<file path="config.mk">
export PLATFORM = sky130hd
export DESIGN_NAME = avmm_shadow_regbank_flat
export DESIGN_NICKNAME = d
export VERILOG_FILES = /design/src/rtl/avmm_shadow_regbank_pkg.sv /design/src/rtl/avmm_shadow_regbank_if.sv /design/src/rtl/avmm_shadow_regbank_rst_pipe_n.sv /design/src/rtl/avmm_shadow_regbank.sv /design/src/flat_wrapper.sv
export SDC_FILE = /design/constraint.sdc
export NUM_CORES = 1
export LEC_CHECK = 0
export BUFFER_PORTS_ARGS = -buffer_cell sky130_fd_sc_hd__buf_2
export CAP_MARGIN = 5
export CORE_UTILIZATION = 53
export CTS_CLUSTER_DIAMETER = 100
export DETAILED_ROUTE_END_ITERATION = 8
export PLACE_DENSITY_LB_ADDON = 0.05
export SYNTH_ARGS = -nofsm -noshare
export SYNTH_HDL_FRONTEND = slang
export SYNTH_SLANG_ARGS = --single-unit
</file>
<file path="constraint.sdc">
create_clock -name clk -period 5.9 [get_ports clk]
set_clock_uncertainty 0.2 [all_clocks]
set_input_delay 1.18 -clock clk [delete_from_list [all_inputs] [get_ports clk]]
set_output_delay 1.18 -clock clk [all_outputs]
set_load 0.1 [all_outputs]
</file>
<file path="src/rtl/avmm_shadow_regbank_pkg.sv">
// Shared address map, register bit positions and status word layout
// for the shadow/active Avalon-MM register bank.
package avmm_regbank_pkg;

    localparam int unsigned ADDR_SHADOW_BASE = 32'h00;
    localparam int unsigned ADDR_CTRL        = 32'h40;
    localparam int unsigned ADDR_COMMIT      = 32'h41;
    localparam int unsigned ADDR_STATUS      = 32'h42;
    localparam int unsigned ADDR_ACTIVE_BASE = 32'h80;

    localparam int unsigned CTRL_AUTO_COMMIT_BIT = 0;
    localparam int unsigned STATUS_PENDING_BIT   = 0;
    localparam int unsigned STATUS_CNT_LSB       = 8;
    localparam int unsigned STATUS_CNT_W         = 8;

    typedef struct packed {
        logic [15:0]                                         reserved_hi;
        logic [STATUS_CNT_W-1:0]                             commit_cnt;
        logic [STATUS_CNT_LSB-STATUS_PENDING_BIT-2:0]        reserved_lo;
        logic                                                pending;
    } status_t;

endpackage

</file>
<file path="src/rtl/avmm_shadow_regbank_if.sv">
// Avalon-MM agent bus bundle (no waitrequest, fixed read latency of one).
interface avmm_shadow_regbank_if #(
    parameter int unsigned ADDR_W = 8,
    parameter int unsigned DATA_W = 32
);
    logic [ADDR_W-1:0]   address;
    logic                write;
    logic [DATA_W-1:0]   writedata;
    logic [DATA_W/8-1:0] byteenable;
    logic                read;
    logic [DATA_W-1:0]   readdata;
    logic                readdatavalid;

    modport master (
        output address, write, writedata, byteenable, read,
        input  readdata, readdatavalid
    );

    modport slave (
        input  address, write, writedata, byteenable, read,
        output readdata, readdatavalid
    );
endinterface

</file>
<file path="src/rtl/avmm_shadow_regbank_rst_pipe_n.sv">
// Active-low reset shift pipeline: assertion and release both take
// RST_STAGES edges; flops rely on the device power-up value of 0.
module rst_pipe_n #(
    parameter int unsigned RST_STAGES = 2
) (
    input  logic clk,
    input  logic rst_in,
    output logic rst_n
);
    logic [RST_STAGES-1:0] pipe;

    // Shift form is valid for a single stage as well.
    always_ff @(posedge clk) begin
        pipe <= (pipe << 1) | RST_STAGES'(rst_in);
    end

    assign rst_n = pipe[RST_STAGES-1];
endmodule

</file>
<file path="src/rtl/avmm_shadow_regbank.sv">
// Avalon-MM register bank with shadow registers that reach the exported
// channels together on a COMMIT write, or per-write in auto-commit mode.
module avmm_shadow_regbank
    import avmm_regbank_pkg::*;
#(
    parameter int unsigned       NUM_CH     = 4,
    parameter int unsigned       DATA_W     = 32,
    parameter int unsigned       ADDR_W     = 8,
    parameter logic [DATA_W-1:0] RESET_VAL  = '0,
    parameter int unsigned       RST_STAGES = 2
) (
    input  logic                     clk,
    input  logic                     rst_in,
    avmm_shadow_regbank_if.slave     s0,
    output logic [NUM_CH*DATA_W-1:0] r_export,
    output logic                     commit_pulse
);
    localparam int unsigned BE_W = DATA_W / 8;

    logic rst_n;

    rst_pipe_n #(
        .RST_STAGES(RST_STAGES)
    ) u_rst_pipe (
        .clk   (clk),
        .rst_in(rst_in),
        .rst_n (rst_n)
    );

    logic [DATA_W-1:0]       shadow [NUM_CH];
    logic [DATA_W-1:0]       active [NUM_CH];
    logic                    auto_commit;
    logic                    pending;
    logic [STATUS_CNT_W-1:0] commit_cnt;
    logic [DATA_W-1:0]       readdata_q;
    logic                    readdatavalid_q;
    logic                    commit_pulse_q;

    logic [31:0]             addr;
    logic [DATA_W-1:0]       be_mask;
    logic [DATA_W-1:0]       shadow_sel;
    logic [DATA_W-1:0]       shadow_wr_word;
    logic [DATA_W-1:0]       rd_word;
    logic [NUM_CH-1:0]       shadow_hit;
    logic                    wr_shadow;
    logic                    wr_ctrl;
    logic                    wr_commit;
    status_t                 status;

    always_comb begin
        addr = 32'(s0.address);

        be_mask = '0;
        for (int unsigned b = 0; b < BE_W; b++) begin
            be_mask[b*8 +: 8] = {8{s0.byteenable[b]}};
        end

        shadow_hit = '0;
        shadow_sel = '0;
        for (int unsigned i = 0; i < NUM_CH; i++) begin
            if (addr == ADDR_SHADOW_BASE + i) begin
                shadow_hit[i] = 1'b1;
                shadow_sel    = shadow[i];
            end
        end
        shadow_wr_word = (shadow_sel & ~be_mask) | (s0.writedata & be_mask);

        wr_shadow = s0.write && (|shadow_hit) && (|s0.byteenable);
        wr_ctrl   = s0.write && (addr == ADDR_CTRL);
        wr_commit = s0.write && (addr == ADDR_COMMIT);

        status            = '0;
        status.pending    = pending;
        status.commit_cnt = commit_cnt;

        rd_word = '0;
        for (int unsigned i = 0; i < NUM_CH; i++) begin
            if (addr == ADDR_SHADOW_BASE + i) rd_word = shadow[i];
            if (addr == ADDR_ACTIVE_BASE + i) rd_word = active[i];
        end
        if (addr == ADDR_CTRL)   rd_word = DATA_W'(auto_commit);
        if (addr == ADDR_STATUS) rd_word = DATA_W'(status);
    end

    always_ff @(posedge clk) begin
        if (!rst_n) begin
            for (int unsigned i = 0; i < NUM_CH; i++) begin
                shadow[i] <= RESET_VAL;
                active[i] <= RESET_VAL;
            end
            auto_commit     <= 1'b0;
            pending         <= 1'b0;
            commit_cnt      <= '0;
            readdata_q      <= '0;
            readdatavalid_q <= 1'b0;
            commit_pulse_q  <= 1'b0;
        end else begin
            commit_pulse_q  <= 1'b0;
            readdatavalid_q <= s0.read;
            // rd_word is taken from pre-edge state, so a same-cycle write is not visible.
            if (s0.read) readdata_q <= rd_word;

            for (int unsigned i = 0; i < NUM_CH; i++) begin
                if (wr_shadow && shadow_hit[i]) begin
                    shadow[i] <= shadow_wr_word;
                    if (auto_commit) active[i] <= shadow_wr_word;
                end
            end
            if (wr_shadow && !auto_commit) pending <= 1'b1;

            if (wr_ctrl && s0.byteenable[CTRL_AUTO_COMMIT_BIT/8]) begin
                auto_commit <= s0.writedata[CTRL_AUTO_COMMIT_BIT];
            end

            if (wr_commit) begin
                for (int unsigned i = 0; i < NUM_CH; i++) begin
                    active[i] <= shadow[i];
                end
                pending        <= 1'b0;
                commit_cnt     <= commit_cnt + 1'b1;
                commit_pulse_q <= 1'b1;
            end
        end
    end

    always_comb begin
        r_export = '0;
        for (int unsigned i = 0; i < NUM_CH; i++) begin
            r_export[i*DATA_W +: DATA_W] = active[i];
        end
    end

    assign s0.readdata      = readdata_q;
    assign s0.readdatavalid = readdatavalid_q;
    assign commit_pulse     = commit_pulse_q;
endmodule

</file>
<file path="src/flat_wrapper.sv">
// flat-port wrapper written by rule: the top's interface ports become plain ports
module avmm_shadow_regbank_flat import avmm_regbank_pkg::*;
#(
    parameter int unsigned       NUM_CH     = 4,
    parameter int unsigned       DATA_W     = 32,
    parameter int unsigned       ADDR_W     = 8,
    parameter logic [DATA_W-1:0] RESET_VAL  = '0,
    parameter int unsigned       RST_STAGES = 2
)
  (clk, rst_in, r_export, commit_pulse, s0_address, s0_write, s0_writedata, s0_byteenable, s0_read, s0_readdata, s0_readdatavalid);
  avmm_shadow_regbank_if #(.ADDR_W(ADDR_W), .DATA_W(DATA_W)) s0_i ();
  input  logic clk;
  input  logic rst_in;
  output logic [NUM_CH*DATA_W-1:0] r_export;
  output logic commit_pulse;
  input wire logic [$bits(s0_i.address)-1:0] s0_address;
  input wire logic [$bits(s0_i.write)-1:0] s0_write;
  input wire logic [$bits(s0_i.writedata)-1:0] s0_writedata;
  input wire logic [$bits(s0_i.byteenable)-1:0] s0_byteenable;
  input wire logic [$bits(s0_i.read)-1:0] s0_read;
  output wire logic [$bits(s0_i.readdata)-1:0] s0_readdata;
  output wire logic [$bits(s0_i.readdatavalid)-1:0] s0_readdatavalid;
  assign s0_i.address = s0_address;
  assign s0_i.write = s0_write;
  assign s0_i.writedata = s0_writedata;
  assign s0_i.byteenable = s0_byteenable;
  assign s0_i.read = s0_read;
  assign s0_readdata = s0_i.readdata;
  assign s0_readdatavalid = s0_i.readdatavalid;
  avmm_shadow_regbank #(.NUM_CH(NUM_CH), .DATA_W(DATA_W), .ADDR_W(ADDR_W), .RESET_VAL(RESET_VAL), .RST_STAGES(RST_STAGES)) u_core (.clk(clk), .rst_in(rst_in), .s0(s0_i), .r_export(r_export), .commit_pulse(commit_pulse));
endmodule
</file>
# Yosys cells after proc, flatten, opt, wreduce, memory -nomap -nowiden
# Memories as Yosys holds them, arrays and structs flattened.
# Index checks and enable logic that the tools add are counted.
[word_totals]
inputBits = 48
word_cells = 111
output_inout_bits = 162
regBits = 46
mem_count = 2
ramBits = 256
[op_classes]
n_mux = 58
eq_ne = 10
reduce_logical = 15
bitwise_logic = 18
n_addsub = 1
[memory_table]
columns = ["name", "depth", "word_bits", "read_ports", "rd_ports_with_merged_regs", "wr", "line", "text"]
rows = [
  ["u_core.active", 4, 32, 4, 0, 4, "avmm_shadow_regbank.sv:31", "logic [DATA_W-1:0] active [NUM_CH];"],
  ["u_core.shadow", 4, 32, 4, 0, 4, "avmm_shadow_regbank.sv:30", "logic [DATA_W-1:0] shadow [NUM_CH];"],
]
[op_table]
columns = ["cell", "n"]
rows = [
  ["$mux 32", 25],
  ["$and 32x32->32", 2],
  ["$mux 1", 33],
  ["$eq 8x8->1 const B", 4],
  ["$not 32->32", 1],
  ["$or 32x32->32", 1],
  ["$eq 8x7->1 const B", 3],
  ["$eq 8x2->1 const B", 2],
  ["$or 1x1->1", 12],
  ["$logic_and 1x1->1", 10],
  ["$add 8x1->8 const B", 1],
  ["$eq 8x1->1 const B", 1],
  ["$logic_not 8->1", 1],
  ["$reduce_or 4->1", 2],
  ["$or 2x1->2", 1],
  ["$reduce_or 2->1", 1],
  ["$logic_not 1->1", 1],
  ["$not 1->1", 1],
]

# Logic depth before layout (Yosys ltp)
# Gate-level depths: netlist of run 1.
[depth]
word_depth = 11
mapped_depth = 9
ltp_nobuf = 5

# Cells and area by module
# A second synthesis of run 1 with hierarchy kept.
[unflattened]
cells_unflattened = 1487
area_unflattened_um2 = 15503.6
[modules_own_cells]
columns = ["module", "cells_per_inst", "area_per_inst_um2", "n_inst", "seq_area_each_um2"]
rows = [
  ["avmm_shadow_regbank", 1485, 15463.6, 1, 8568.2],
  ["rst_pipe_n", 2, 40.0, 1, 40.0],
]

# Least setup slack after synthesis of run 1
# No wires, ideal clock.
[synth_path]
path_type = "input to register"
from = "in s0_address[5]"
to = "mem u_core.active[3][0] (enable)"
setup_slack_ps = 186
t_required_ps = 5230
path_stages = 6
setup_ps = 470
arrival_ps = 5044
n_path_buf = 3
cell_sequence = "or4_1 buf_6 or3b_1 buf_2 clkbuf_1 o31ai_1"
[synth_lines]
columns = ["element", "line", "text"]
rows = [
  ["from (decl)", "flat_wrapper.sv:16", "input wire logic [$bits(s0_i.address)-1:0] s0_address;"],
  ["to (decl)", "avmm_shadow_regbank.sv:31", ""],
]

# Worst setup path in the final report of run 1
[layout_path]
from = "in s0_address[5]"
to = "reg u_core.readdata_q[17], in the netlist u_core.s0.readdata[17]"
[layout_via]
elab_chain_len = 11
elab_cells_between_ends = 20
cone_classes = "9 x eq/ne; 10 x mux; 1 x reduce/logical"
[layout_lines]
columns = ["element", "line", "text"]
rows = [
  ["$logic_not 8->1", "avmm_shadow_regbank.sv:78", "if (addr == ADDR_SHADOW_BASE + i) rd_word = shadow[i];"],
  ["$mux 32", "avmm_shadow_regbank.sv:78", ""],
  ["$mux 32", "avmm_shadow_regbank.sv:79", "if (addr == ADDR_ACTIVE_BASE + i) rd_word = active[i];"],
  ["$mux 32", "avmm_shadow_regbank.sv:78", ""],
  ["$mux 32", "avmm_shadow_regbank.sv:79", ""],
  ["$mux 32", "avmm_shadow_regbank.sv:78", ""],
  ["$mux 32", "avmm_shadow_regbank.sv:79", ""],
  ["$mux 32", "avmm_shadow_regbank.sv:78", ""],
  ["$mux 32", "avmm_shadow_regbank.sv:79", ""],
  ["$mux 32", "avmm_shadow_regbank.sv:81", "if (addr == ADDR_CTRL) rd_word = DATA_W'(auto_commit);"],
  ["$mux 32 (*)", "avmm_shadow_regbank.sv:82", "if (addr == ADDR_STATUS) rd_word = DATA_W'(status);"],
  ["to (signal assigned)", "avmm_shadow_regbank.sv:101", "if (s0.read) readdata_q <= rd_word;"],
  ["to (decl)", "avmm_shadow_regbank.sv:35", "logic [DATA_W-1:0] readdata_q;"],
]
# Mark *: on every way between the ends. The rest lies on a longest branch, timed or not.
# A chain may end at the register's enable or synchronous reset.

==> results.txt, run 1 <==
DRC = 0
Worst EP arrival = 4220 ps
I/O Buffers = 209
Clock Latency Late Sink = 510 ps
Power density cells = 286 nW/um2
FF-to-FF setup slack = 2970 ps
Overflow after GRT = 0
Post-DP HPWL = 32.6 mm
Share of cells above drive strength 1 = 0.228
Cts bufs inserted = 36
Root buf cell = clkbuf_16
Unrepaired setup endpoints after global routing = no
Max_slew headroom = 0.181
Share of power burned in combinational logic = 0.126
First-pass GRT wire length = 78.1 mm
Most instantiated cells after synthesis = 256 x edfxtp_1, 253 x nor2_1, 111 x o21ai_0
Routed Antenna Nets = 0
Critical path peak fanout = 17
Crit. path cell count = 6
Starting Density = 0.538
Yosys warning total = 0
EDFF count, synth = 256
Worst setup SP type = input port
VDD IR-drop max = 224 uV
H-tree depth = 2
R2R Path End = u_core.shadow[3][10]$_SDFFCE_PN0P_
Critical register-to-register path startpoint = u_core.u_rst_pipe.pipe[1]$_DFF_P_
Placer congestion estimate = 0.869
Worst setup margin = 1870 ps
Cell taking the most area after synthesis = edfxtp_1
Largest net degree at the start of global routing = 98
Sequential share of the synthesized area = 0.559
Slew Limit Fails = 0
Initial antenna violation count = 1
Routed length per instance = 27.5 um
Pint = 0.00371 W
Initial DRC Count = 1880
Slowest-stage cell, CP = nor3_4
Post-CTS setup buffers = 0
Switching share of power = 0.278
MaxCap Viol Count = 0
Vias in the first global route = 12433
Worst path cell trace = buf_2 > or4_1 > nor3_4 > buf_4 > a311oi_1 > o41ai_1
Sequential power share = 0.472
Critical Path Source = s0_address[5]
Req. time, crit path = 6090 ps
Yosys top cell area share = 0.499
Period utilization = 0.684
Die Width = 172 um
Synth Register Bits = 302
Synth cell types = 65
Post-Syn Area = 15400 um2
Setup slack after placement = 1490 ps
Outcome = finished clean
Final-layout fill cell count = 2381
Peak per-stage delay on the critical path = 1050 ps
CTS tree = done
Top-count cell post-synth = edfxtp_1
Setup_tns = 0 ps
Worst Max-Slew Pin Slew = 1220 ps
P&R area growth vs syn = 16.8%
Setup violations, final = 0
Worst Setup EP = u_core.s0.readdata[17]$_SDFFE_PN0P_
FMAX = 0.248 GHz
Cell count after synthesis = 1405
Clock Path Buffers = 3
Final hold vios = 0
Avg Vias per Cell = 6.64
Post_cts resized = 0
Syn Area/Cell = 11.0 um2
Worst Path Buf+Inv = 2
Ranking of synthesized cells by area = edfxtp_1 50%, nor2_1 6.2%, dfxtp_1 6.0%, mux4_2 4.7%, o21ai_0 3.6%
Vias after detailed routing = 13160
Core area = 28600 um2
Syn Nets = 1454
Worst setup path category = in2reg
Layout Nets = 1621
Ys flop type = edfxtp_1
Die area = 29700 um2
CTS sink count = 302
Row count = 62
Switching power = 0.00143 W
Worst setup EP type = register
# IOs = 210
Final min period = 4030 ps
Power share of the clock group = 0.402
Async SR Flop Fraction = 0
Leakage power = 7.21 nW
Class of the worst hold path = reg2reg
Drt first pass iters = 6
Total GRT Usage = 0.369
Reg2reg path depth = 4
Post-CTS Hold Fix Bufs = 0
Die Ht = 172 um
Worst-path clk slew = 60 ps
Post-Route WL = 54.5 mm
Kind of cell adding the most delay to the critical path = simple AND/OR/NAND/NOR gates
-- state kept, by name (all words and copies together) (netlist names) --
register,count
u_core.active,128
u_core.auto_commit,1
u_core.commit_cnt,8
u_core.commit_pulse,1
u_core.pending,1
u_core.s0.readdata,32
u_core.s0.readdatavalid,1
u_core.shadow,128
u_core.u_rst_pipe.pipe,2
-- per-layer routing --
| layer | vias to the layer above | GRT usage | part of all wire |
|---|---|---|---|
| li1 | 5644 | - | - |
| met1 | 6393 | 0.514 | 0.39 |
| met2 | 972 | 0.563 | 0.45 |
| met3 | 151 | 0.0762 | 0.12 |
| met4 | 0 | 0.150 | 0.038 |
| met5 | - | 0.00522 | 0 |
-- cell type report --
cell class                 instances  area [um2]  area share
inverter                          23        86.3     0.00480
antenna                            1        2.50    0.000139
tap                              384         480      0.0267
clock inverter                     7        30.0     0.00167
multi-input combinational        956        6310       0.351
timing repair buffer             253        1420      0.0789
sequential                       302        8610       0.479
clock buffer                      57        1050      0.0584
-- cells by family after synthesis --
logic type | after synthesis | synth area share
and+or+nand+nor | 490 | 0.151
AOI/OAI and AO/OA | 416 | 0.193
DFF | 302 | 0.559
buffers and inverters | 147 | 0.0388
muxes | 43 | 0.0546
xor gates and xnor gates | 6 | 0.00341
adders and majority gates | 1 | 0.000812
-- metrics by stage --
step / power, W / instance area (um2) / utilization / cells / hold slack [ps]
6_report: 0.00514 / 18000 / 0.628 / 1983 / 136
5_1_grt: 0.00525 / 18000 / 0.628 / 1983 / 136
4_1_cts: 0.00514 / 18000 / 0.628 / 1982 / 134
3_5_place_dp: 0.00311 / 16900 / 0.591 / 1918 / 113
3_3_place_gp: 0.00310 / 16900 / 0.591 / 1918 / 118
2_1_floorplan: 0.00293 / 15400 / - / 1405 / 110
-- power groups by stage --
stage,combinational (W),clock (W),sequential [W]
3_5_place_dp,0.000640,0,0.00247
5_1_grt,0.000668,0.00215,0.00243
3_3_place_gp,0.000636,0,0.00247
2_1_floorplan,0.000188,0,0.00274
4_1_cts,0.000642,0.00207,0.00242
6_report,0.000648,0.00206,0.00243
-- worst min-delay path by stage --
stage          slack, ps                           endpoint                              start  cells after the start
6_report             140  u_core.u_rst_pipe.pipe[1]$_DFF_P_  u_core.u_rst_pipe.pipe[0]$_DFF_P_                      0
5_1_grt              140  u_core.u_rst_pipe.pipe[1]$_DFF_P_  u_core.u_rst_pipe.pipe[0]$_DFF_P_                      0
4_1_cts              130  u_core.u_rst_pipe.pipe[1]$_DFF_P_  u_core.u_rst_pipe.pipe[0]$_DFF_P_                      0
3_5_place_dp         110  u_core.u_rst_pipe.pipe[1]$_DFF_P_  u_core.u_rst_pipe.pipe[0]$_DFF_P_                      0
3_3_place_gp         120  u_core.u_rst_pipe.pipe[1]$_DFF_P_  u_core.u_rst_pipe.pipe[0]$_DFF_P_                      0
2_1_floorplan        110  u_core.u_rst_pipe.pipe[1]$_DFF_P_  u_core.u_rst_pipe.pipe[0]$_DFF_P_                      0
-- placed cells by master (no fill, tap or decap), drive strengths merged, types with 9 or more instances in the layout --
cell     netlist  routed
a211oi        34      34
a21o          73      73
a21oi         13      13
a22oi         40      40
a2bb2oi       12      12
a311oi        19      19
a31oi         21      21
and2          26      26
and3          27      27
buf           29     253
clkbuf        95      57
dfxtp         46      46
edfxtp       256     256
inv           23      23
mux4          32      32
nand2         74      74
nand2b        15      15
nand3         13      13
nor2         253     253
nor2b         48      48
o21ai        112     112
o221ai         9       9
o2bb2ai       32      32
o41ai         22      22
No activity file was read; power rests on OpenSTA's default activity.
==> inputs of run 2 (changes only) <==
Clock period 5.9 ns to 3.7 ns, I/O delays scaled along.
==> results.txt, run 2 (synthesized netlist as in run 1, its figures left out) <==
Final min period = 2860 ps
Overflow after GRT = 0
Die Ht = 172 um
Post-DP HPWL = 34.5 mm
H-tree depth = 2
FF-to-FF setup slack = 1370 ps
Starting Density = 0.538
Slew Limit Fails = 0
Critical path peak fanout = 34
Worst setup SP type = input port
CTS sink count = 302
Power density cells = 447 nW/um2
Final hold vios = 0
FMAX = 0.350 GHz
Met2 WL = 25.0 mm
# IOs = 210
Outcome = finished clean
CTS tree = done
Req. time, crit path = 3720 ps
Slowest-stage cell, CP = nor4b_1
Drt first pass iters = 6
Power share of the clock group = 0.397
Routed Antenna Nets = 0
Avg Vias per Cell = 6.62
Row count = 62
Post-Route WL = 55.1 mm
Commonest non-fill, non-tap cell in the layout = edfxtp_1
Most frequent cells in the layout = 256 x edfxtp_1, 251 x nor2_1, 207 x buf_2
DRC = 0
WL met3 = 6.71 mm
Worst Hold Margin = 141 ps
Layout Nets = 1658
Post-CTS setup buffers = 0
Vias in the first global route = 12724
Sequential power share = 0.472
Worst Max-Slew Pin Slew = 845 ps
M1 WL = 21.2 mm
Clock Path Buffers = 3
Final-layout fill cell count = 2340
Worst EP arrival = 2880 ps
Clock Latency Late Sink = 520 ps
Post-CTS Hold Fix Bufs = 0
Post-Place Cell Area = 17300 um2
Root buf cell = clkbuf_16
Worst-path clk slew = 60 ps
Peak per-stage delay on the critical path = 470 ps
First-pass GRT wire length = 79.7 mm
Setup_tns = 0 ps
Max_slew headroom = 0.434
MaxCap Viol Count = 0
FF/Latch Area = 8610 um2
Worst setup path category = in2reg
Largest net degree at the start of global routing = 93
Total GRT Usage = 0.373
Die Width = 172 um
VDD IR-drop max = 336 uV
Share of power burned in combinational logic = 0.131
Leakage power = 7.42 nW
Worst setup EP type = register
Switching power = 0.00229 W
Core area = 28600 um2
Share of cells above drive strength 1 = 0.248
Die area = 29700 um2
I/O Buffers = 209
Design area = 18300 um2
Routed length per instance = 27.3 um
Setup violations, final = 0
Final Power = 0.00818 W
Pint = 0.00589 W
Worst path cell trace = buf_4 > nor4b_1 > nand3_1 > and2_1 > o21ai_4 > buf_4
Cts bufs inserted = 34
Initial DRC Count = 1944
Period utilization = 0.773
Initial antenna violation count = 2
P&R area growth vs syn = 18.9%
Unrepaired setup endpoints after global routing = no
Post_cts resized = 0
Placer congestion estimate = 0.898
Max Used Layer = met5
Class of the worst hold path = reg2reg
Switching share of power = 0.280
Vias after detailed routing = 13369
Crit-path most repeated cell = buf_4
Area occupied by multi-input gates = 6300 um2
[run 2: cell count changes in the layout (fill, tap and decap cells not counted), sizes merged]
cell    change
buf        +39
clkbuf      -3
clkinv      +1
[run 2: power groups by stage]
stage          Combinational (W)  Clock [W]  Sequential [W]
6_report                 0.00107    0.00325         0.00386
5_1_grt                  0.00110    0.00340         0.00387
4_1_cts                  0.00106    0.00326         0.00386
3_5_place_dp             0.00105          0         0.00393
3_3_place_gp             0.00105          0         0.00393
2_1_floorplan           0.000302          0         0.00437
[run 2: path summary, 6_finish.rpt]
kind                                                         from  depth (start not counted)                                 end
worst max-delay path                                s0_address[0]                          6  u_core.active[1][19]$_SDFFCE_PN0P_
worst min-delay path            u_core.u_rst_pipe.pipe[0]$_DFF_P_                          0   u_core.u_rst_pipe.pipe[1]$_DFF_P_
worst max register to register  u_core.u_rst_pipe.pipe[1]$_DFF_P_                          4  u_core.active[1][19]$_SDFFCE_PN0P_
worst min register to register  u_core.u_rst_pipe.pipe[0]$_DFF_P_                          0   u_core.u_rst_pipe.pipe[1]$_DFF_P_
[run 2: layout make-up]
class / count / area share
Multi-Input combinational cell: 956 / 0.344
Sequential cell: 302 / 0.470
Inverter: 23 / 0.00471
Tap cell: 384 / 0.0262
Clock buffer: 54 / 0.0557
Clock inverter: 8 / 0.00212
Timing Repair Buffer: 292 / 0.0969
Antenna cell: 1 / 0.000137
[run 2: worst max-delay path, delay by kind of cell]
kind / cells / cell delay (ps)
compound gates: 1 / 360
simple gates: 3 / 1030
buf+inv: 2 / 720
[run 2: metal layers]
metal,up-vias,GRT usage
li1,5717,-
met1,6446,0.517
met2,1024,0.573
met3,180,0.0730
met4,2,0.154
met5,-,0
[run 2: through the flow]
stage	utilization	std cells	setup slack, ps
detailed placement	0.603	1957	370
global placement	0.603	1957	422
global route	0.640	2020	714
finish	0.640	2020	842
CTS	0.640	2019	907
floorplan	-	1405	7.13
